`src/rtl/display_scan_ctrl.sv`:
```
// Four-digit seven-segment scan controller: 16-bit binary -> BCD via iterative double-dabble,
// then time-multiplexed digit/an drive. Optional `DISPLAY_LEADING_ZERO_BLANK_EN blanks leading zeros.

module dd_adj (
  input  logic [3:0] d,
  output logic [3:0] q
);
  assign q = (d >= 4'd5) ? d + 4'd3 : d;
endmodule

module display_scan_ctrl #(
  parameter int REFRESH_DIV = 50000
) (
  input  logic        clk,
  input  logic        reset,
  input  logic        load,
  input  logic [15:0] value,
  output logic        ready,
  output logic [3:0]  digit,
  output logic [3:0]  an,
  output logic        overflow
);
  localparam int RW = (REFRESH_DIV > 1) ? $clog2(REFRESH_DIV) : 1;

  typedef enum logic [1:0] {IDLE, CONVERT, COMMIT} state_t;
  state_t state, nstate;

  logic [15:0]      bin;
  logic [4:0][3:0]  bcd, adj;
  logic [35:0]      dd_next;
  logic [3:0]       iter;
  logic [3:0][3:0]  disp, commit_val;
  logic [RW-1:0]    rcnt;
  logic [1:0]       idx;

  // add-3 correction per BCD nibble, ten-thousands down to units
  for (genvar g = 0; g < 5; g++) begin : g_adj
    dd_adj u_adj (.d(bcd[g]), .q(adj[g]));
  end

  assign dd_next = {adj, bin} << 1;

  always_ff @(posedge clk or posedge reset) begin
    if (reset) state <= IDLE;
    else       state <= nstate;
  end

  always_comb begin
    nstate = state;
    case (state)
      IDLE:    if (load) nstate = CONVERT;
      CONVERT: if (iter == 4'd15) nstate = COMMIT;
      COMMIT:  nstate = IDLE;
      default: nstate = IDLE;
    endcase
  end

  always_comb begin
    ready = (state == IDLE);
  end

`ifdef DISPLAY_LEADING_ZERO_BLANK_EN
  logic lead;
`endif

  always_comb begin
    commit_val = bcd[3:0];
`ifdef DISPLAY_LEADING_ZERO_BLANK_EN
    lead = 1'b1;
`endif
    if (bcd[4] != 4'd0) begin
      commit_val = {4{4'hF}};
    end
`ifdef DISPLAY_LEADING_ZERO_BLANK_EN
    else begin
      // blank from thousands down, stopping at the first nonzero; units always shown
      for (int i = 3; i >= 1; i--) begin
        if (lead && commit_val[i] == 4'd0) commit_val[i] = 4'hF;
        else                               lead = 1'b0;
      end
    end
`endif
  end

  always_ff @(posedge clk or posedge reset) begin
    if (reset) begin
      bin      <= '0;
      bcd      <= '0;
      iter     <= '0;
      disp     <= '0;
      overflow <= 1'b0;
    end else begin
      case (state)
        IDLE: if (load) begin
          bin  <= value;
          bcd  <= '0;
          iter <= '0;
        end
        CONVERT: begin
          {bcd, bin} <= dd_next;
          iter       <= iter + 4'd1;
        end
        COMMIT: begin
          disp     <= commit_val;
          overflow <= (bcd[4] != 4'd0);
        end
        default: ;
      endcase
    end
  end

  // free-running scan, independent of conversion
  always_ff @(posedge clk or posedge reset) begin
    if (reset) begin
      rcnt <= '0;
      idx  <= '0;
    end else if (rcnt == RW'(REFRESH_DIV - 1)) begin
      rcnt <= '0;
      idx  <= idx + 2'd1;
    end else begin
      rcnt <= rcnt + 1'b1;
    end
  end

  assign an    = ~(4'b0001 << idx);
  assign digit = disp[idx];

endmodule

```
`config.mk`:
```
export PLATFORM = sky130hd
export DESIGN_NAME = display_scan_ctrl
export DESIGN_NICKNAME = d
export VERILOG_FILES = /design/src/rtl/display_scan_ctrl.sv
export SDC_FILE = /design/constraint.sdc
export NUM_CORES = 1
export LEC_CHECK = 0
export CORE_ASPECT_RATIO = 0.75
export CORE_UTILIZATION = 49
export CTS_BUF_LIST = sky130_fd_sc_hd__clkbuf_8
export CTS_CLUSTER_SIZE = 40
export DETAILED_ROUTE_END_ITERATION = 6
export PLACE_DENSITY = 0.75
export SKIP_CTS_REPAIR_TIMING = 1
export SLEW_MARGIN = 20
export SYNTH_ARGS = -nofsm -noshare
export SYNTH_HDL_FRONTEND = slang
export SYNTH_SLANG_ARGS = --single-unit
```
`constraint.sdc`:
```
create_clock -name clk -period 4.13 [get_ports clk]
set_clock_uncertainty 0.05 [all_clocks]
set_input_delay 1.239 -clock clk [delete_from_list [all_inputs] [get_ports clk]]
set_output_delay 1.239 -clock clk [all_outputs]
set_load 0.05 [all_outputs]
```
==> flow_metrics.py <==
metrics = {
    "run_status": {
        "status": "completed",
    },
    "worst_setup_path": {
        "crit_path_cell_trace": "mux4_2 -> clkdlybuf4s50_1",
        "worstSetupPathType": "register to primary output",
        "critPathArrivalTime_ps": 2140,
        "crit_path_max_incr_delay_ps": 710,
        "path_max_fanout": 7,
        "start_kind": "register",
        "worstSetupEndpoint": "digit[0]",
        "worst_path_max_delay_cell": "clkdlybuf4s50_1",
        "required_ps": 2840,
        "reg2reg_depth": 4,
        "r2r-end": "disp[4]",
        "r2r_slack_ps": 2040,
        "end_kind": "primary output",
        "reg2reg_from": "state[1]",
        "crit_path_start": "idx[0]",
    },
    "place": {
        "placed_area_um2": 4230,
        "dp_hpwl_um": 5060,
        "io_buffers": 28,
        "dp.cells": 490,
        "gp_congestion": 0.760,
    },
    "die": {
        "initial_core_util_pct": 51.6,
        "ios": 29,
        "die_y_um": 79.0,
        "die-area_um2": 8260,
        "die_w_um": 105,
        "core_um2": 7500,
        "fp-row-count": 27,
    },
    "clocking": {
        "cts_max_level": 3,
        "clk_pin_slew_ps": 80,
        "cts.path.max_buffers": 2,
        "cts_made_buffers": 9,
        "cts_tree": "done",
        "cts-root-buf": "clkbuf_8",
        "clk_latency_ps": 350,
        "cts_sinks": 77,
    },
    "routing": {
        "avgViaCountPerCell": 5.56,
        "vias": 2813,
        "drc": 0,
        "wl_um": 7490,
        "avgRoutedWirePerCell_um": 14.8,
        "drt_first_pass_iters": 5,
        "ant_nets": 0,
        "first_iter_violations": 143,
    },
    "pwr": {
        "ir_worst_vdd_mv": 0.270,
        "swShare_pct": 35.4,
        "p_sw_mw": 1.03,
        "seqPwrFrac_pct": 39.7,
        "power_density_nw_per_um2": 650,
        "p_leak_nw": 1.98,
        "comb_power_share_pct": 35.1,
        "clkPwrFrac_pct": 25.2,
        "p_int_mw": 1.89,
    },
    "final_layout": {
        "finalNonFillerCells": 506,
        "utilization_pct": 59.9,
        "final_nets": 436,
        "antenna_cells": 0,
        "syn2layout_area_growth_pct": 16.1,
        "final-seq-area_um2": 1930,
        "multi_input_area_um2": 1780,
        "fillers": 647,
        "stdcell_area_um2": 4500,
        "drive_gt1_share_pct": 8.40,
    },
    "global_routing": {
        "overflow": 0,
        "grt_pass1_vias": 2766,
        "use_met2_pct": 30.7,
        "grt_pass1_wl_um": 13500,
        "grt_max_degree": 38,
        "antenna_found_initial": 0,
        "gr-usage-met1_pct": 30.2,
        "grt_use_met3_pct": 4.60,
        "track_usage_pct": 20.7,
        "busiest_layer": "met2",
    },
    "logic_synthesis": {
        "synth_ff_type": "dfrtp_1",
        "syn_inst": 373,
        "synth_nets": 409,
        "yosysWarnings": 0,
        "netlist_area_um2": 3870,
        "avgSynthCellArea_um2": 10.4,
        "ys_seq_area_share_pct": 49.8,
        "synth-seq-cells": 77,
        "yosysUniqueCellTypes": 43,
        "synth-edff-count": 0,
        "synthArstFlopShare_pct": 100,
    },
    "sta": {
        "post-route-min-period_ps": 3430,
        "slew_headroom_pct": 48.1,
        "setup_viol": 0,
        "hold_ws_ps": 432,
        "rsz0062_at_grt": "false",
        "period_share_pct": 83.1,
        "hold_viol_final": 0,
        "tns_ps": 0,
        "drv_slew": 0,
        "fmax_mhz": 291,
        "tightest_slew_ps": 775,
    },
    "job": {
        "maxCapViolCount": 0,
    },
    "worst_hold_path": {
        "hold_class": "register to register",
    },
}
## power by group through the flow
stage / logic, mW / clock network, mW / registers (mW)
final: 1.02 / 0.736 / 1.16
after global routing: 1.15 / 0.784 / 1.20
after CTS: 1.03 / 0.750 / 1.16
after detailed placement: 1.01 / 0 / 1.17
after global placement: 0.986 / 0 / 1.16
after floorplan: 0.830 / 0 / 1.11
## registers in the layout (all words and copies together) (netlist names)
signal,count
rcnt,16
overflow,1
disp,16
bcd,20
iter,4
bin,16
state,2
idx,2
## critical path: cells and delay by family (launching register included)
family / cells / cell delay, ps
buffers and inverters: 1 / 710
multiplexers: 1 / 550
flip-flops: 1 / 530
## cell usage in the layout (no fill, tap or decap), types with 6 or more instances in the layout
cell / synthesis / final
inv_1: 21 / 21
xor2_1: 10 / 10
nand2_1: 33 / 33
dfrtp_1: 77 / 77
nand2b_1: 7 / 7
clkbuf_8: 0 / 9
ha_1: 17 / 17
buf_4: 0 / 6
nor2b_1: 16 / 16
a22oi_1: 14 / 14
o211ai_1: 8 / 8
o21ai_0: 22 / 22
a21oi_1: 20 / 20
clkdlybuf4s50_1: 0 / 28
nor2_1: 17 / 17
nand3_1: 17 / 17
xnor2_1: 14 / 14
a32o_1: 6 / 6
a22o_1: 6 / 6
## cell type report
type,instances,share of cell area [%]
clock buffer,9,2.76
multi-input combinational,257,39.5
clock inverter,7,3.09
inverter,21,1.75
tap,101,2.81
timing repair buffer,34,7.24
sequential,77,42.9
## routing by layer
| layer | up-vias | wire (um) |
|---|---|---|
| met3 | 5 | 374 |
| met1 | 1363 | 3800 |
| met2 | 72 | 3270 |
| met4 | 0 | 51 |
| met5 | - | 0 |
| li1 | 1373 | - |
## worst min path at each step
stage	from	depth (start not counted)	end
floorplan	rcnt[0]	1	rcnt[0]
global placement	overflow	2	overflow
detailed placement	overflow	2	overflow
CTS	rcnt[0]	1	rcnt[0]
global route	rcnt[0]	1	rcnt[0]
finish	rcnt[0]	1	rcnt[0]
## metrics by stage
stage               setup WS [ps]  total power [mW]
floorplan                     874              1.94
global placement             1110              2.15
detailed placement           1060              2.19
CTS                           671              2.94
global route                  586              3.13
finish                        696              2.92
## cells in the mapped netlist, types with 7 or more instances
cell type,n,area share (%)
nor2_1,17,1.6
a21oi_1,20,2.6
a22oi_1,14,2.7
buf_2,12,1.6
xnor2_1,14,3.2
ha_1,17,5.5
dfrtp_1,77,50
o21ai_0,22,2.8
nand3_1,17,2.2
xor2_1,10,2.3
nand2_1,33,3.2
nor2b_1,16,2.6
nand2b_1,7,1.1
inv_1,21,2.0
o211ai_1,8,1.6
## kinds of logic (layout without fill, tap and decap cells)
family / after synthesis / after routing / share of synthesized area, %
AOI/OAI and AO/OA: 95 / 95 / 16.1
xor gates and xnor gates: 24 / 24 / 5.43
adders and majority gates: 17 / 17 / 5.49
buffers and inverters: 39 / 71 / 4.36
DFF: 77 / 77 / 49.8
muxes: 10 / 10 / 3.91
and+or+nand+nor: 111 / 111 / 14.9
No activity file was read; power rests on OpenSTA's default activity.
